### config.mk
export PLATFORM = sky130hd
export DESIGN_NAME = regfile_param
export DESIGN_NICKNAME = d
export VERILOG_FILES = /design/src/rtl/regfile_param.sv
export SDC_FILE = /design/constraint.sdc
export NUM_CORES = 2
export LEC_CHECK = 0
export CAP_MARGIN = 20
export CORE_MARGIN = 2
export CORE_UTILIZATION = 55
export DETAILED_ROUTE_END_ITERATION = 10
export DONT_BUFFER_PORTS = 1
export PLACE_DENSITY = 0.7
export SETUP_SLACK_MARGIN = 0.3
export SLEW_MARGIN = 10
export SYNTH_ARGS = -nofsm -noshare
export SYNTH_HDL_FRONTEND = slang
export SYNTH_SLANG_ARGS = --single-unit
### constraint.sdc
create_clock -name clk -period 5.2 [get_ports clk]
set_clock_uncertainty 0.15 [all_clocks]
set_input_delay 0.78 -clock clk [delete_from_list [all_inputs] [get_ports clk]]
set_output_delay 0.78 -clock clk [all_outputs]
set_load 0.1 [all_outputs]
### src/rtl/regfile_param.sv
// -----------------------------------------------------------------------------
// regfile_param
//
// Parameterised register file with two registered read ports, one write port
// and a hardware clear sweep. While the sweep runs, one entry per cycle is
// zeroed in ascending order and the block reports busy. Writes and clear
// requests are ignored during that time, and both read outputs are held at 0.
// Reset starts the same sweep, so the array never needs a reset of its own.
//
// Parameters
//   DATA_W  - entry width in bits
//   ADDR_W  - address width; the array holds 2**ADDR_W entries
//   ZERO_R0 - when 1, entry 0 always reads as zero and ignores writes
//
// Ports
//   clk             - clock; all state changes on its rising edge
//   rst             - asynchronous active-high reset; starts a clear sweep
//   wrt             - write enable (honoured only when idle)
//   Rd              - write address
//   Rs, Rt          - read addresses
//   data_in         - write data
//   clr             - synchronous request to clear every entry
//   Rs_out, Rt_out  - registered read data with one cycle of latency
//   busy            - registered; high while the clear sweep runs
// -----------------------------------------------------------------------------
module regfile_param #(
    parameter int DATA_W  = 32,
    parameter int ADDR_W  = 6,
    parameter bit ZERO_R0 = 1'b0
) (
    input  logic              clk,
    input  logic              rst,
    input  logic              wrt,
    input  logic [ADDR_W-1:0] Rd,
    input  logic [ADDR_W-1:0] Rs,
    input  logic [ADDR_W-1:0] Rt,
    input  logic [DATA_W-1:0] data_in,
    input  logic              clr,
    output logic [DATA_W-1:0] Rs_out,
    output logic [DATA_W-1:0] Rt_out,
    output logic              busy
);

    localparam int                DEPTH     = 2 ** ADDR_W;
    localparam logic [ADDR_W-1:0] LAST_ADDR = '1;

    typedef enum logic {
        IDLE,
        CLEAR
    } state_e;

    state_e            state_q, state_d;
    logic [ADDR_W-1:0] cnt_q, cnt_d;
    logic              busy_q, busy_d;
    logic [DATA_W-1:0] rs_out_q, rs_out_d;
    logic [DATA_W-1:0] rt_out_q, rt_out_d;

    logic [DATA_W-1:0] mem_q [DEPTH];
    logic              mem_we;
    logic [ADDR_W-1:0] mem_waddr;
    logic [DATA_W-1:0] mem_wdata;

    // Read value for one port. Only an idle cycle without a clear request
    // returns data; a write to the same address is forwarded (write-first),
    // and entry 0 is forced to zero ahead of the forward when ZERO_R0 is set.
    function automatic logic [DATA_W-1:0] read_port(input logic [ADDR_W-1:0] addr);
        if (state_q != IDLE || clr) return '0;
        if (ZERO_R0 && addr == '0)  return '0;
        if (wrt && Rd == addr)      return data_in;
        return mem_q[addr];
    endfunction

    // State register. Reset drops straight into a sweep from entry 0.
    // NOTE: sequential state uses non-blocking assignments only, so every flop
    // samples the values computed before the edge regardless of block order.
    always_ff @(posedge clk or posedge rst) begin
        if (rst) begin
            state_q  <= CLEAR;
            cnt_q    <= '0;
            busy_q   <= 1'b1;
            rs_out_q <= '0;
            rt_out_q <= '0;
        end else begin
            state_q  <= state_d;
            cnt_q    <= cnt_d;
            busy_q   <= busy_d;
            rs_out_q <= rs_out_d;
            rt_out_q <= rt_out_d;
        end
    end

    // NOTE: the array has no reset branch; the clear sweep zeroes it instead,
    // and the read outputs stay forced to 0 until that sweep has finished.
    always_ff @(posedge clk) begin
        if (mem_we) begin
            mem_q[mem_waddr] <= mem_wdata;
        end
    end

    // Next-state logic. The counter wraps back to 0 on the final sweep edge.
    // NOTE: every signal assigned here gets a default first, so no path can
    // leave it unassigned and infer a latch.
    always_comb begin
        state_d = state_q;
        cnt_d   = cnt_q;
        unique case (state_q)
            IDLE: begin
                if (clr) begin
                    state_d = CLEAR;
                    cnt_d   = '0;
                end
            end
            CLEAR: begin
                cnt_d = cnt_q + 1'b1;
                if (cnt_q == LAST_ADDR) begin
                    state_d = IDLE;
                end
            end
            default: begin
                state_d = CLEAR;
                cnt_d   = '0;
            end
        endcase
    end

    // Output / datapath logic: array write port, busy and the read registers.
    always_comb begin
        mem_we    = 1'b0;
        mem_waddr = Rd;
        mem_wdata = data_in;
        busy_d    = (state_d == CLEAR);
        rs_out_d  = read_port(Rs);
        rt_out_d  = read_port(Rt);

        if (state_q == CLEAR) begin
            mem_we    = 1'b1;
            mem_waddr = cnt_q;
            mem_wdata = '0;
        end else if (wrt && !clr && !(ZERO_R0 && Rd == '0)) begin
            // A clear request in the same cycle wins over the write.
            mem_we = 1'b1;
        end
    end

    assign Rs_out = rs_out_q;
    assign Rt_out = rt_out_q;
    assign busy   = busy_q;

endmodule

# Word level (Yosys, flattened, before mapping)
# Memories as Yosys holds them, arrays and structs flattened.
# Cells that the tools add are included.
# Widths: inputs -> output; s select.
word_totals:
  ram_bits: 2048
  rom_bits: 0
  n_memories: 1
  ff_bits: 71
  latch_bits: 0
  wordCells: 39
mem_list:
  columns: ["memory", "depth", "width", "read_ports", "rd_ports_with_merged_regs", "wr", "line_no", "source"]
  rows:
  - ["mem_q", 64, 32, 2, 0, 1, "58", "logic [DATA_W-1:0] mem_q [DEPTH];"]
op_classes:
  shift: 0
  n_mux: 23
  n_div: 0
  bitwise: 1
  magnitude_cmp: 0
  n_eq_ne: 4
  add_sub_neg: 1
  n_mul: 0
  n_reduce_logical: 5
ops:
  columns: ["operator", "n"]
  rows:
  - ["$mux 32", 8]
  - ["$eq 6x6->1", 2]
  - ["$mux 6", 2]
  - ["$pmux 6 s2", 1]
  - ["$mux 1", 11]
  - ["$add 6x1->6 const B", 1]
  - ["$eq 6x6->1 const B", 1]
  - ["$logic_and 1x1->1", 3]
  - ["$ne 2x2->1 const B", 1]
  - ["$pmux 1 s2", 1]
  - ["$logic_not 1->1", 1]
  - ["$logic_or 1x1->1", 1]
  - ["$not 1->1", 1]

# Logic depth before layout (Yosys ltp)
depth:
  depth_word: 6
  depth_mapped: 11

# Worst setup path after synthesis
# Ideal clock, no wire load.
synth_path:
  path_type: "reg2reg"
  from: "reg busy (netlist name)"
  to: "mem mem_q[0][0], enable pin"
  setup_slack_ns: 1.178
  path_stages_with_launch: 8
  t_required_ns: 4.629
  period_less_slack_ns: 4.022
  arrival_ns: 3.451
  setup_ns: 0.421
  path_cell_list: "dfstp_2 -> clkbuf_1 -> or2_2 -> clkbuf_1 -> clkbuf_1 -> o32ai_1 -> nand2_1 -> nor2_1"
synth_rtl:
  columns: ["element", "line_no"]
  rows:
  - ["to (decl)", "58"]

# Worst setup path in the final report
layout_path:
  from: "in Rt[2]"
  to: "reg rt_out_q[8], in the netlist Rt_out[8]"
layout_between:
  elab_chain_len: 6
  word_cells_on_any_way: 8
layout_rtl:
  columns: ["element", "line_no", "source"]
  rows:
  - ["from (decl)", "36", "input logic [ADDR_W-1:0] Rt,"]
  - ["branches (longest 4 deep; another with $mem_v2 64x32)", null, null]
  - ["$mux 32 *", "70", "return mem_q[addr];"]
  - ["$mux 32 *", "68", "if (ZERO_R0 && addr == '0) return '0;"]
  - ["via rt_out_d[8]", "56", "logic [DATA_W-1:0] rt_out_q, rt_out_d;"]
  - ["to (signal assigned)", "88", "rt_out_q <= rt_out_d;"]
  - ["to (decl)", "56", null]
# Mark *: on every way through the listed nets, which the timed path passes. The select of a mux whose other input is x is not followed.
# A chain may end at the register's enable or synchronous reset.

==> results.md <==
* Syn nets at 4913
* Gate power share at 11.9%
* DPL Wire Length at 178 mm
* XOR/XNOR Fraction of Synth Area at 0.108%
* Violated checks: slew limit, setup timing
* RSZ-0062 raised after global routing: false
* Tmin final at 5.89 ns
* Worst min path class: input port to register
* Largest net degree at the start of global routing at 642
* Worst EP required at 5.79 ns
* Clock slew at reported path FFs at 0.06 ns
* Top cell type's share of synthesized area at 63.4%
* Worst path slowest cell: mux4_2
* Routed vias at 56000
* Synth top area cells: edfxtp_1, mux4_2, mux2i_1
* EDFF count, synth at 2048
* CTS Buf Count at 214
* Initial Utilization at 55.2%
* Compound-Gate Fraction of Synth Area at 3.95%
* DR vias/cell at 7.48
* Main flop type after synthesis: edfxtp_1
* Final GP Congestion at 0.895
* Final worst slack at -0.694 ns
* Clock power frac at 38.1%
* Antenna viol nets, final at 0
* Die extent in x at 424 µm
* Power Density at 375 nW/µm²
* # clock sinks at 2119
* Crit Path Max Fanout at 641
* Hold buffers post-CTS at 33
* Count leader, synth: edfxtp_1
* WL met1 at 107 mm
* Vias in the first global route at 55300
* CP peak stage delay at 1.51 ns
* Seq/Total Area, Yosys at 65.2%
* Placed cell area at 101000 µm²
* Int Pwr at 30.7 mW
* Max_cap viols at 0
* DRT Pass-1 Iters at 5
* Initial antenna violation count at 14
* NumNets Final at 5004
* Delay-heaviest family, CP: multiplexers
* Ys async rst share at 3.35%
* Synth Register Bits at 2119
* Die ar. at 180000 µm²
* Crit Path Class: input port to register
* Arrival @ worst endpoint at 6.48 ns
* Later-pin clock latency in the skew report at 0.86 ns
* Final instance area at 108000 µm²
* Final TNS setup at -8.98 ns
* Initial drt markers at 9067
* Final Cycle Share at 113%
* Worst slew pin tran at 5.59 ns
* WL per Instance at 41.1 µm
* Pins over their slew limit at 518
* Sequential cell fraction of total power at 50.1%
* Drc violations at 0
* Synth area leader: edfxtp_1
* Final Setup Violations at 21
* Synth cell types at 54
* CTS resizes at 0
* Mean post-synth cell area at 20.0 µm²
* WHS at 0.0580 ns
* Final core occ at 61.7%
* CP cell instances: mux4_2 > a22o_1 > a221oi_1 > buf_4 > a31oi_1 > a2111o_1
* Met2 wire length at 142 mm
* I/O Pins at 119
* WL met3 at 41.3 mm
* Final hold violation count at 0
* Switching share of power at 24.7%
* Layout cells sized above 1 at 32.5%
* Achievable Freq at 170 MHz
* Netlist Area Pre-Place at 97000 µm²
* Multiplexer share of the synthesized area at 26.3%
* Floorplan row count at 154
* Crit path launch type: input port
* Core area at 176000 µm²
* Synth Area in Adders at 0.0129%
* YS warnings at 0
* Status: finished with violations
* Post-synthesis simple-gate area fraction at 2.55%
* Max-slew headroom at -273%
* Largest family of logic cells by synthesized area: multiplexers
* IO Port Bufs at 0
* CTS root buffer: clkbuf_16
* Buffers and inverters on the worst path at 1
* Post-synth top cells: edfxtp_1, mux4_2, mux2i_1
* WL final at 308 mm
* Post-CTS Setup Bufs at 0
* Clock buffer depth at 3
* P_leak at 35.4 nW
* Clock H-tree levels at 4
* P_sw at 10.0 mW
* VDD IR max at 0.470 mV
* Die H at 424 µm
* Top sig layer: met5
* Worst setup EP type: register
* Area delta synth->final at 11.7%
* First-pass GRT wire length at 428 mm
* Post-synthesis cell count at 4858
* Gr ovfl total at 0
* Gr usage total at 34.4%
* TritonCTS clock tree: yes
## layout by cell type, fill, tap and decap left out, types with 70 or more instances in the layout
cell type  count
edfxtp_1    2048
mux4_2       997
mux2i_1      294
clkbuf_16    215
a22oi_1      198
buf_4        195
nand2_1      130
nand3_1      115
a21oi_1      111
dfrtp_1       70
## cell type report
type                            count  area (µm²)
Clock inverter                    113        1180
Multi-Input combinational cell   2346       32800
Tap cell                         2340        2930
Clock buffer                      285        5820
Timing Repair Buffer              255        2320
Antenna cell                       12        30.0
Inverter                           13        55.1
Sequential cell                  2119       63300
Fill cell                       12000       67300
## metrics by stage
stage                     instances  setup WS (ns)  power (mW)
final                          7483         -0.694        40.7
after global placement         7031           1.25        25.1
after floorplan                4858           1.18        23.6
after global routing           7477          0.648        41.5
after detailed placement       7036           1.19        25.2
after CTS                      7467           1.20        40.4
## sequential cells by signal, indices dropped and copies added, names as in the netlist
name / flops
mem_q: 2048
cnt_q: 6
busy: 1
Rt_out: 32
Rs_out: 32
## per-layer routing
| layer | vias to the layer above | GRT usage, % |
|---|---|---|
| li1 | 21200 | - |
| met1 | 29700 | 46.4 |
| met2 | 4285 | 51.4 |
| met3 | 802 | 10.2 |
| met4 | 12 | 17.4 |
| met5 | - | 0.430 |
## power by group through the flow
stage	Sequential (mW)	Clock (mW)	Combinational, mW
2_1_floorplan	20.6	0	2.96
3_3_place_gp	20.7	0	4.43
4_1_cts	20.4	15.5	4.53
5_1_grt	20.5	16.2	4.84
3_5_place_dp	20.7	0	4.47
6_report	20.4	15.5	4.83
## final timing paths
check                             from            to  slack (ns)  cells after the start
min                        data_in[29]    Rs_out[29]        0.06                      2
max reg2reg                       busy  mem_q[40][4]        1.20                      6
min in group asynchronous          rst    Rt_out[18]        0.30                      2
max in group asynchronous          rst     Rs_out[3]        3.21                      3
min reg2reg                   cnt_q[5]          busy        0.40                      1
max                              Rt[2]     Rt_out[8]       -0.69                      6
## cells by family (layout without fill, tap and decap cells)
| kind of cell | count (synthesis) | in the layout |
|---|---|---|
| flip-flops | 2119 | 2119 |
| multiplexers | 1303 | 1303 |
| AO/OA/AOI/OAI | 533 | 533 |
| AND/OR/NAND/NOR | 497 | 497 |
| buffers and inverters | 393 | 666 |
| XOR/XNOR | 12 | 12 |
| adder cells (fa/ha/maj) | 1 | 1 |
| other | 0 | 12 |
Note: power is estimated with default switching activity, not from simulation.
